--- config.mk ---
export PLATFORM = sky130hd
export DESIGN_NAME = reg_file_mp
export DESIGN_NICKNAME = d
export VERILOG_FILES = /design/src/rtl/reg_file_mp.sv
export SDC_FILE = /design/constraint.sdc
export NUM_CORES = 1
export LEC_CHECK = 0
export BUFFER_PORTS_ARGS = -buffer_cell sky130_fd_sc_hd__buf_2
export CORE_MARGIN = 1.5
export CORE_UTILIZATION = 27
export CTS_BUF_LIST = sky130_fd_sc_hd__clkbuf_4
export DETAILED_ROUTE_END_ITERATION = 6
export PLACE_DENSITY_LB_ADDON = 0.2
export SYNTH_ARGS = -nofsm -noshare
export SYNTH_HDL_FRONTEND = slang
export SYNTH_SLANG_ARGS = --single-unit
--- constraint.sdc ---
create_clock -name clk -period 3.29 [get_ports clk]
set_input_delay 0.329 -clock clk [delete_from_list [all_inputs] [get_ports clk]]
set_output_delay 0.329 -clock clk [all_outputs]
set_load 0.05 [all_outputs]
--- src/rtl/reg_file_mp.sv ---
// reg_file_mp: parametrised multi-read-port datapath register file.
// Entry 0 is hardwired to zero. After reset a hardware sweep writes 0 to every
// entry (init_busy high meanwhile); reads are registered with one-cycle latency.
// Optional feature macro: RF_BYPASS_EN. When defined, a read of the address being
// written in the same cycle returns the new data (write-first). When undefined,
// it returns the old entry value (read-first).
module reg_file_mp #(
    parameter int DATA_W = 16,
    parameter int ADDR_W = 4,
    parameter int NUM_RD = 5
) (
    input  logic                       clk,
    input  logic                       rst,
    input  logic [NUM_RD*ADDR_W-1:0]   rd_addr,
    output logic [NUM_RD*DATA_W-1:0]   rd_data,
    input  logic                       wr_en,
    input  logic                       wr_dst_sel,
    input  logic [ADDR_W-1:0]          wr_addr_a,
    input  logic [ADDR_W-1:0]          wr_addr_b,
    input  logic                       mem_to_reg,
    input  logic [DATA_W-1:0]          wr_data_alu,
    input  logic [DATA_W-1:0]          wr_data_mem,
    output logic                       init_busy
);

    localparam int DEPTH = 2 ** ADDR_W;
    localparam logic [ADDR_W-1:0] LAST_PTR = ADDR_W'(DEPTH - 1);
    localparam logic [ADDR_W-1:0] ZERO_ADDR = {ADDR_W{1'b0}};

    typedef enum logic [0:0] {
        ST_CLEAR = 1'b0,
        ST_RUN   = 1'b1
    } state_t;

    state_t                      state_r;
    state_t                      state_next_s;
    logic [ADDR_W-1:0]           clear_ptr_r;
    logic [ADDR_W-1:0]           clear_ptr_next_s;
    logic                        init_busy_r;
    logic [DATA_W-1:0]           mem_r [DEPTH];
    logic [ADDR_W-1:0]           waddr_s;
    logic [DATA_W-1:0]           wdata_s;
    logic                        we_s;
    logic [NUM_RD*DATA_W-1:0]    rd_next_s;
    logic [NUM_RD*DATA_W-1:0]    rd_data_r;

    // Sweep control: advance the clear pointer and leave CLEAR after the last entry.
    always_comb begin
        state_next_s     = state_r;
        clear_ptr_next_s = clear_ptr_r;
        case (state_r)
            ST_CLEAR: begin
                clear_ptr_next_s = clear_ptr_r + ADDR_W'(1);
                if (clear_ptr_r == LAST_PTR) begin
                    state_next_s = ST_RUN;
                end else begin
                    state_next_s = ST_CLEAR;
                end
            end
            ST_RUN: begin
                state_next_s = ST_RUN;
            end
            default: begin
                state_next_s     = ST_CLEAR;
                clear_ptr_next_s = ZERO_ADDR;
            end
        endcase
    end

    // State, sweep pointer and busy flag registers; reset restarts the sweep.
    always_ff @(posedge clk or posedge rst) begin
        if (rst) begin
            state_r     <= ST_CLEAR;
            clear_ptr_r <= ZERO_ADDR;
            init_busy_r <= 1'b1;
        end else begin
            state_r     <= state_next_s;
            clear_ptr_r <= clear_ptr_next_s;
            init_busy_r <= (state_next_s == ST_CLEAR);
        end
    end

    // Write port selection; writes only in RUN and never to entry 0.
    always_comb begin
        waddr_s = ZERO_ADDR;
        wdata_s = {DATA_W{1'b0}};
        we_s    = 1'b0;
        if (wr_dst_sel) begin
            waddr_s = wr_addr_a;
        end else begin
            waddr_s = wr_addr_b;
        end
        if (mem_to_reg) begin
            wdata_s = wr_data_mem;
        end else begin
            wdata_s = wr_data_alu;
        end
        if ((state_r == ST_RUN) && wr_en && (waddr_s != ZERO_ADDR)) begin
            we_s = 1'b1;
        end else begin
            we_s = 1'b0;
        end
    end

    // Storage array: the sweep zeroes one entry per cycle, otherwise take writes.
    always_ff @(posedge clk) begin
        if (state_r == ST_CLEAR) begin
            mem_r[clear_ptr_r] <= {DATA_W{1'b0}};
        end else if (we_s) begin
            mem_r[waddr_s] <= wdata_s;
        end
    end

    // Next read data per port: zero while sweeping or for address 0.
    always_comb begin
        rd_next_s = {(NUM_RD*DATA_W){1'b0}};
        for (int i = 0; i < NUM_RD; i++) begin
            if (state_r != ST_RUN) begin
                rd_next_s[i*DATA_W +: DATA_W] = {DATA_W{1'b0}};
            end else if (rd_addr[i*ADDR_W +: ADDR_W] == ZERO_ADDR) begin
                rd_next_s[i*DATA_W +: DATA_W] = {DATA_W{1'b0}};
`ifdef RF_BYPASS_EN
            end else if (we_s && (rd_addr[i*ADDR_W +: ADDR_W] == waddr_s)) begin
                rd_next_s[i*DATA_W +: DATA_W] = wdata_s;
`endif
            end else begin
                rd_next_s[i*DATA_W +: DATA_W] = mem_r[rd_addr[i*ADDR_W +: ADDR_W]];
            end
        end
    end

    // Registered read ports.
    always_ff @(posedge clk or posedge rst) begin
        if (rst) begin
            rd_data_r <= {(NUM_RD*DATA_W){1'b0}};
        end else begin
            rd_data_r <= rd_next_s;
        end
    end

    assign rd_data   = rd_data_r;
    assign init_busy = init_busy_r;

endmodule

==> run summary, run 1 <==
DIE WIDTH: 277.9 µm
Core Region: 74,570 µm²
DRT iter0 DRCs: 1,323
remaining global-route overflow: 0
unrepaired setup endpoints after global routing: false
First-pass DRT Iterations: 5
TritonCTS clock tree: built
Final min period: 2.539 ns
Area Overhead vs Synth: 17.42%
post-route setup TNS: 0 ns
Num CTS Buffers: 93
Slew Limit Headroom: 24.14%
post-synthesis sequential area ratio: 48.23%
fin nets: 1,391
hold_sp: wr_data_alu[6]
Least-Margin Pin Slew: 1.135 ns
WHS: 0.07667 ns
sw frac: 29.65%
HPWL after DPL: 50.57 mm
reg2reg end: mem_r[15][13]
register share of total power: 46.3%
htree depth: 3
pin count of the biggest net entering global routing: 47
Clock Power Share: 36.6%
Hold WC Path Type: in2reg
Final Cycle Share: 77.17%
final setup fails: 0
r2r setup slk: 0.75 ns
Yosys warning count: 0
worst endpoint required time: 3.76 ns
reg2reg start: state_r
status: complete, no violations
Initial Utilization: 27.36%
worst setup path startpoint: state_r
Yosys reg bits: 342
ys flop type: edfxtp_1
Clock Path Buffers: 3
Worst-Skew Late Latency: 0.88 ns
CTS sink count: 342
via/cell ratio: 5.692
Register-to-Register Path Depth: 6
Final Slew Violations: 0
GR Util All Layers: 19.65%
Synth cell types: 42
number of global-route vias before repair: 13.88k
Worst-path clk slew: 0.07 ns
antenna violations before repair: 6
Port Buffers: 145
grt peak-use layer: met2
upper clock frequency limit: 0.3939 GHz
Gate Count Post-Synth: 1,110
Worst VDD drop: 0.2399 mV
fill count: 7,224
crit path launch type: register
WHS Path Cells: 4
Antenna Nets Post-Route: 0
WS Path Type: reg2reg
wire per inst: 31.72 µm
syn avg cell area: 18.38 µm²
post-CTS setup buffer count: 0
fraction of layout cells with a size suffix above 1: 51.86%
Internal: 0.007295 W
Max-Cap Viols: 0
Root Buffer: clkbuf_4
P_sw: 0.003075 W
GRT met3 Usage: 4.338%
Max Fanout on Critical Path: 24
DRC: 0
GR Util met1: 26.08%
Final Hold Viols: 0
Post-synth ARST share: 25.15%
post-synthesis net count: 1,176
row cnt: 100
pwr dens: 432.9 nW/µm²
Arrival @ worst endpoint: 3.01 ns
power share of the combinational group: 17.0%
die area: 77,230 µm²
Post-synth EDFFs: 256
grt met2 use: 31.69%
leak pwr: 9.028 nW
DR vias: 13.50k
critical path capture point type: register
Die Span Y: 277.9 µm
Final Skew: 0.06868 ns
Mapped Area: 20,400 µm²
WHS Endpoint: mem_r[11][6]
Final Wtd Congestion: 0.8306
routed wire length: 75.20 mm
Boundary Pins: 146
first-pass GRT wire length: 106.3 mm
-- power groups by stage --
| stage | Sequential, W | Combinational (W) | Clock [W] |
|---|---|---|---|
| after floorplan | 0.00515 | 0.000850 | 0 |
| after global placement | 0.00489 | 0.00177 | 0 |
| after detailed placement | 0.00489 | 0.00177 | 0 |
| after CTS | 0.00480 | 0.00178 | 0.00392 |
| after global routing | 0.00481 | 0.00184 | 0.00416 |
| final | 0.00481 | 0.00177 | 0.00380 |
-- metrics by stage --
step	setup WS, ns	area, µm²	total power [W]	utilization, %	instances
after floorplan	-0.2573	20420	0.006004	-	1110
after global placement	0.5838	22700	0.006663	30.44	2192
after detailed placement	0.5749	22700	0.006662	30.44	2192
after CTS	0.7369	23950	0.01051	32.11	2367
after global routing	0.5589	23960	0.01081	32.13	2371
final	0.7510	23960	0.01037	32.13	2371
-- routing by layer --
metal  routed length (µm)  vias up  part of all wire, %
met2                36180      722                   48
met5                    0        -                    0
met3                 5823      123                  7.7
met4                 2355        0                  3.1
met1                30840     7235                   41
li1                     -     5416                    -
-- cell usage in the layout, fill, tap and decap left out, types with 9 or more instances in the layout --
cell,count
mux2i_1,175
buf_2,135
dfrtp_1,85
edfxtp_1,256
buf_12,9
nor2_1,17
clkinv_1,19
buf_4,76
o22ai_1,79
mux4_2,322
clkbuf_4,138
-- logic make-up after synthesis --
kind of cell | Yosys count | share of synthesized area [%]
multiplexers | 500 | 44.29
adder cells (fa/ha/maj) | 1 | 0.06131
XOR/XNOR | 3 | 0.1288
AO/OA/AOI/OAI | 100 | 3.311
buffers and inverters | 113 | 2.631
AND/OR/NAND/NOR | 51 | 1.343
flip-flops | 342 | 48.23
-- synthesized netlist by cell type (all sizes together) (5+ instances only) --
library cell	instances	area share (%)
a21oi	5	0.12
edfxtp	256	38
nand2	6	0.11
buf	80	2.0
mux2i	175	8.6
inv	6	0.11
o22ai	80	2.5
clkbuf	27	0.50
nor4	6	0.18
nor3	5	0.12
nor2	18	0.33
mux4	322	36
dfrtp	85	10
-- worst max-delay path, cell delays in order, from the launching register on --
cell and delay [ns]:
dfrtp_1 0.34, buf_4 0.31, a21oi_1 0.10, a31oi_1 0.34, o22ai_1 0.33, nor4_2 0.31
buf_4 0.42
-- what timing repair did --
action,in CTS,in global routing
hold buffers,7,0
endpoints found under the setup margin,0,0
resized for setup,0,0
endpoints found under the hold margin,103,0
-- sequential cells by signal, summed over array words and instances (netlist names) --
register     flops
mem_r          256
clear_ptr_r      4
state_r          1
init_busy        1
rd_data         80
-- worst max-delay path by stage --
stage / end / slack [ns] / cells past startpoint
after floorplan: mem_r[13][0] / -0.26 / 6
after global placement: mem_r[14][8] / 0.58 / 6
after detailed placement: mem_r[11][4] / 0.57 / 5
after CTS: mem_r[3][4] / 0.74 / 3
after global routing: mem_r[6][3] / 0.56 / 3
final: mem_r[15][13] / 0.75 / 6
-- layout make-up --
cell class | count | area, µm² | area share (%)
inverter | 6 | 25.02 | 0.1045
tap | 969 | 1212 | 5.061
timing repair buffer | 227 | 1496 | 6.246
clock inverter | 30 | 142.6 | 0.5954
antenna | 4 | 10.01 | 0.04178
multi-input combinational | 655 | 10190 | 42.55
clock buffer | 138 | 1036 | 4.324
sequential | 342 | 9841 | 41.08
Note: power is estimated with default switching activity, not from simulation.
==> run 2, diff against run 1 <==
clock period = 2.5 ns   (was 3.29 ns; I/O delays follow)
==> run 2 against run 1 <==
Against the previous run:
- worst setup slack worse by 0.67 ns
- clock-buffer cell count down 15
- final area up 3.6%
- critical path depth down 2
- via count up 2.7%
- first-iteration DRC count up 13%
- global-route usage up 0.38 points
- fmax up 4.8%
- utilization up 1.2 points
- worst hold slack better by 0.042 ns
==> run summary, run 2 (synthesis results as in run 1) <==
post-CTS setup buffer count: 0 (unchanged)
WS Path Type: reg2reg (unchanged)
max reg flops: 256 (unchanged)
HPWL after DPL: 51.10 mm (was 50.57 mm)
Initial Utilization: 27.36% (unchanged)
DIE WIDTH: 277.9 µm (unchanged)
Final Skew: 0.07523 ns (was 0.06868 ns)
most frequent cells in the layout: mux4_2 (322), edfxtp_1 (256), mux2i_1 (175) (unchanged)
Num CTS Buffers: 89 (was 93)
fill count: 7,181 (was 7,224)
Worst VDD drop: 0.3414 mV (was 0.2399 mV)
Clock Path Buffers: 3 (unchanged)
htree depth: 3 (unchanged)
fraction of layout cells with a size suffix above 1: 52.38% (was 51.86%)
upper clock frequency limit: 0.4129 GHz (was 0.3939 GHz)
TritonCTS clock tree: built (unchanged)
DRT iter0 DRCs: 1,492 (was 1,323)
row cnt: 100 (unchanged)
post-route cell area: 24,820 µm² (was 23,960 µm²)
leak pwr: 9.392 nW (was 9.028 nW)
DRC: 0 (unchanged)
critical path capture point type: register (unchanged)
Hold WC Path Type: in2reg (unchanged)
final setup fails: 0 (unchanged)
Register Area: 9841 µm² (unchanged)
wire per inst: 32.11 µm (was 31.72 µm)
First-pass DRT Iterations: 5 (unchanged)
Root Buffer: clkbuf_4 (unchanged)
Max-Cap Viols: 0 (unchanged)
multi-input logic area: 10,270 µm² (was 10,190 µm²)
number of global-route vias before repair: 14.16k (was 13.88k)
Worst-path clk slew: 0.06 ns (was 0.07 ns)
Core Region: 74,570 µm² (unchanged)
antenna violations before repair: 10 (was 6)
die area: 77,230 µm² (unchanged)
Max Fanout on Critical Path: 9 (was 24)
Die Span Y: 277.9 µm (unchanged)
Area Overhead vs Synth: 21.65% (was 17.42%)
first-pass GRT wire length: 108.2 mm (was 106.3 mm)
Worst-Skew Late Latency: 0.86 ns (was 0.88 ns)
Least-Margin Pin Slew: 1.103 ns (was 1.135 ns)
Final Hold Viols: 0 (unchanged)
CTS sink count: 342 (unchanged)
Port Buffers: 145 (unchanged)
Slew Limit Headroom: 26.17% (was 24.14%)
GR Util All Layers: 20.02% (was 19.65%)
via/cell ratio: 5.770 (was 5.692)
Final Wtd Congestion: 0.8045 (was 0.8306)
Most flops, register: mem_r (unchanged)
routed wire length: 77.15 mm (was 75.20 mm)
Boundary Pins: 146 (unchanged)
Final Cycle Share: 96.86% (was 77.17%)
crit path launch type: register (unchanged)
commonest non-fill, non-tap cell in the layout: mux4_2 (unchanged)
placed cell areas: 23,580 µm² (was 22,700 µm²)
pin count of the biggest net entering global routing: 47 (unchanged)
Arrival @ worst endpoint: 2.95 ns (was 3.01 ns)
DR vias: 13.87k (was 13.50k)
status: complete, no violations (unchanged)
Final min period: 2.422 ns (was 2.539 ns)
pwr dens: 552.0 nW/µm² (was 432.9 nW/µm²)
Final Slew Violations: 0 (unchanged)
remaining global-route overflow: 0 (unchanged)
worst endpoint required time: 3.03 ns (was 3.76 ns)
fin nets: 1,426 (was 1,391)
Antenna Nets Post-Route: 0 (unchanged)
unrepaired setup endpoints after global routing: false (unchanged)
post-route setup TNS: 0 ns (unchanged)
overall power: 0.01370 W (was 0.01037 W)
==> run 2: area by class of cell <==
class,instances,area share (%)
multi-input combinational,655,41.38
sequential,342,39.65
timing repair buffer,266,9.396
tap,969,4.885
clock buffer,123,3.720
clock inverter,34,0.7914
inverter,6,0.1008
antenna,8,0.08065
==> run 2: final timing paths <==
kind	cells after the start	start	end	slack, ns
min in group asynchronous	4	rst	clear_ptr_r[2]	0.60
max in group asynchronous	5	rst	init_busy	1.20
setup reg to reg	4	clear_ptr_r[0]	mem_r[4][14]	0.08
setup / recovery	4	clear_ptr_r[0]	mem_r[4][14]	0.08
hold reg to reg	1	clear_ptr_r[2]	clear_ptr_r[2]	0.57
hold / removal	3	rd_addr[4]	rd_data[16]	0.12
==> run 2: where the power goes <==
group	internal (W)	switching (W)
clock	0.00248	0.00241
combinational	0.000916	0.00158
sequential	0.00626	0.0000446
==> run 2: timing repair <==
action                                 in CTS  in global routing
hold buffers                               10                  0
endpoints found under the hold margin      96                  0
gates resized for setup                     0                  0
==> run 2: critical path: stages (launching register included) <==
cell and delay [ns]:
dfrtp_1 0.43, or2_2 0.31, a211o_2 0.36, nor2_2 0.76
buf_12 0.24
==> run 2: metal layers <==
layer | part of all wire, % | track usage, %
met1 | 43 | 28.70
met2 | 44 | 29.88
met3 | 10 | 5.003
met4 | 2.5 | 5.885
met5 | 0.017 | 0
==> run 2: through the flow <==
step	util (%)	setup WS (ns)	hold slack (ns)	std cells
after detailed placement	31.62	0.01885	0.3318	2228
final	33.29	0.07838	0.1184	2403
after CTS	33.26	0.07186	0.01614	2395
after global routing	33.28	0.03806	0.04449	2402
after global placement	31.62	0.05137	0.3294	2228
after floorplan	-	-0.4662	0.4128	1110
==> run 3, diff against run 2 <==
MAX_ROUTING_LAYER = met4   (was not set)
==> run 3 against run 2 <==
Against the previous run:
- fmax fell by 0.31%
- global-route usage up 0.58 points
- clock skew shrank 0.0091 ns
- via count is essentially flat
- flip-flop and latch count unchanged
- first-iteration DRC count fell by 3.3%
- register-to-register slack hardly changed
- power is essentially flat
- sequential power barely moved
- highest routed layer is now met4
- final area is essentially flat
- utilization hardly changed
- combinational power about the same
==> run summary, run 3 (synthesis results as in run 1) <==
status: complete, no violations (unchanged)
Worst-path clk slew: 0.07 ns (was 0.06 ns)
max reg flops: 256 (unchanged)
remaining global-route overflow: 0 (unchanged)
number of gates resized after cts: 0 (unchanged)
Port Buffers: 145 (unchanged)
Register Area: 9841 µm² (unchanged)
Die Span Y: 277.9 µm (unchanged)
overall power: 0.01370 W (about the same)
pwr dens: 551.9 nW/µm² (was 552.0 nW/µm²)
wire per inst: 32.15 µm (was 32.11 µm)
Boundary Pins: 146 (unchanged)
DIE WIDTH: 277.9 µm (unchanged)
Root Buffer: clkbuf_4 (unchanged)
fraction of layout cells with a size suffix above 1: 52.38% (unchanged)
post-CTS setup buffer count: 0 (unchanged)
fin nets: 1,426 (unchanged)
upper clock frequency limit: 0.4117 GHz (was 0.4129 GHz)
Final Wtd Congestion: 0.8162 (was 0.8045)
critical path capture point type: register (unchanged)
Internal: 0.009664 W (was 0.009663 W)
DRC: 0 (unchanged)
TritonCTS clock tree: built (unchanged)
Antenna Nets Post-Route: 0 (unchanged)
GR Util All Layers: 20.60% (was 20.02%)
register share of total power: 46.1% (was 46.0%)
commonest non-fill, non-tap cell in the layout: mux4_2 (unchanged)
post-route setup TNS: 0 ns (unchanged)
row cnt: 100 (unchanged)
Initial Utilization: 27.36% (unchanged)
Num CTS Buffers: 89 (unchanged)
die area: 77,230 µm² (unchanged)
CTS sink count: 342 (unchanged)
sw frac: 29.44% (was 29.47%)
antenna violations before repair: 8 (was 10)
Post-CTS Hold Buffers: 10 (unchanged)
pin count of the biggest net entering global routing: 47 (unchanged)
Final Skew: 0.06614 ns (was 0.07523 ns)
Max-Cap Viols: 0 (unchanged)
fin cells: 2,401 (was 2,403)
Final Cycle Share: 97.16% (was 96.86%)
leak pwr: 9.392 nW (about the same)
unrepaired setup endpoints after global routing: false (unchanged)
HPWL after DPL: 51.10 mm (unchanged)
Final min period: 2.429 ns (was 2.422 ns)
final setup fails: 0 (unchanged)
WS Path Type: reg2reg (unchanged)
Most flops, register: mem_r (unchanged)
Hold WC Path Type: in2reg (unchanged)
placed insts: 2,228 (unchanged)
fill count: 7,181 (unchanged)
First-pass DRT Iterations: 5 (unchanged)
multi-input logic area: 10,270 µm² (unchanged)
via/cell ratio: 5.769 (was 5.770)
Core Region: 74,570 µm² (unchanged)
Max Fanout on Critical Path: 9 (unchanged)
number of global-route vias before repair: 14.17k (was 14.16k)
DRT iter0 DRCs: 1,443 (was 1,492)
Final Hold Viols: 0 (unchanged)
crit path launch type: register (unchanged)
P_sw: 0.004032 W (was 0.004038 W)
DR vias: 13.85k (was 13.87k)
Worst VDD drop: 0.3417 mV (was 0.3414 mV)
Slew Limit Headroom: 25.83% (was 26.17%)
Area Overhead vs Synth: 21.63% (was 21.65%)
Arrival @ worst endpoint: 2.95 ns (about the same)
worst endpoint required time: 3.02 ns (was 3.03 ns)
htree depth: 3 (unchanged)
Clock Path Buffers: 3 (unchanged)
first-pass GRT wire length: 108.1 mm (was 108.2 mm)
power share of the combinational group: 18.3% (was 18.2%)
Clock Power Share: 35.7% (about the same)
Worst-Skew Late Latency: 0.85 ns (was 0.86 ns)
most frequent cells in the layout: mux4_2 (322), edfxtp_1 (256), mux2i_1 (175) (unchanged)
Least-Margin Pin Slew: 1.109 ns (was 1.103 ns)
Final Slew Violations: 0 (unchanged)
routed wire length: 77.20 mm (was 77.15 mm)
==> run 3: cell types whose count changed in the layout (fill, tap and decap cells not counted) <==
cell,before,now
diode_2,8,6
==> run 3: area by class of cell <==
class	count	share of cell area [%]
multi-input combinational	655	41.39
clock buffer	123	3.721
clock inverter	34	0.7916
tap	969	4.886
timing repair buffer	266	9.398
sequential	342	39.65
inverter	6	0.1008
antenna	6	0.06050
==> run 3: per-stage QoR <==
stage	utilization [%]	setup slack [ns]	area, µm²	hold slack (ns)
after detailed placement	31.62	0.01885	23580	0.3318
after global routing	33.28	0.03801	24810	0.05385
after CTS	33.26	0.07186	24800	0.01614
final	33.28	0.07095	24820	0.1213
after global placement	31.62	0.05137	23580	0.3294
after floorplan	-	-0.4662	20480	0.4128
==> run 3: routing by layer <==
metal | vias to the layer above | share of wire, % | global-route usage, % | wire (µm)
met4 | 0 | 2.1 | 5.324 | 1658
met1 | 7450 | 44 | 28.51 | 33830
met2 | 808 | 45 | 30.19 | 34810
li1 | 5481 | - | - | -
met3 | 113 | 8.9 | 5.087 | 6901
met5 | - | 0 | - | 0
==> run 3: path summary, 6_finish.rpt <==
| path | from | endpoint | slack [ns] | cells past startpoint |
|---|---|---|---|---|
| hold reg to reg | clear_ptr_r[2] | clear_ptr_r[2] | 0.57 | 1 |
| min in group asynchronous | rst | clear_ptr_r[2] | 0.61 | 4 |
| hold / removal | rd_addr[2] | rd_data[0] | 0.12 | 4 |
| setup reg to reg | clear_ptr_r[0] | mem_r[4][1] | 0.07 | 4 |
| max in group asynchronous | rst | init_busy | 1.19 | 5 |
| setup / recovery | clear_ptr_r[0] | mem_r[4][1] | 0.07 | 4 |
==> run 3: critical path: stages, from the launching register on <==
cell and delay [ns]:
dfrtp_1 0.43, or2_2 0.31, a211o_2 0.36, nor2_2 0.76, buf_12 0.24
==> run 3: power groups by stage <==
| stage | clock network, W | registers (W) | logic [W] |
|---|---|---|---|
| detailed placement | 0 | 0.00643 | 0.00249 |
| floorplan | 0 | 0.00678 | 0.00113 |
| CTS | 0.00506 | 0.00631 | 0.00251 |
| finish | 0.00489 | 0.00631 | 0.00250 |
| global placement | 0 | 0.00643 | 0.00249 |
| global route | 0.00531 | 0.00631 | 0.00260 |
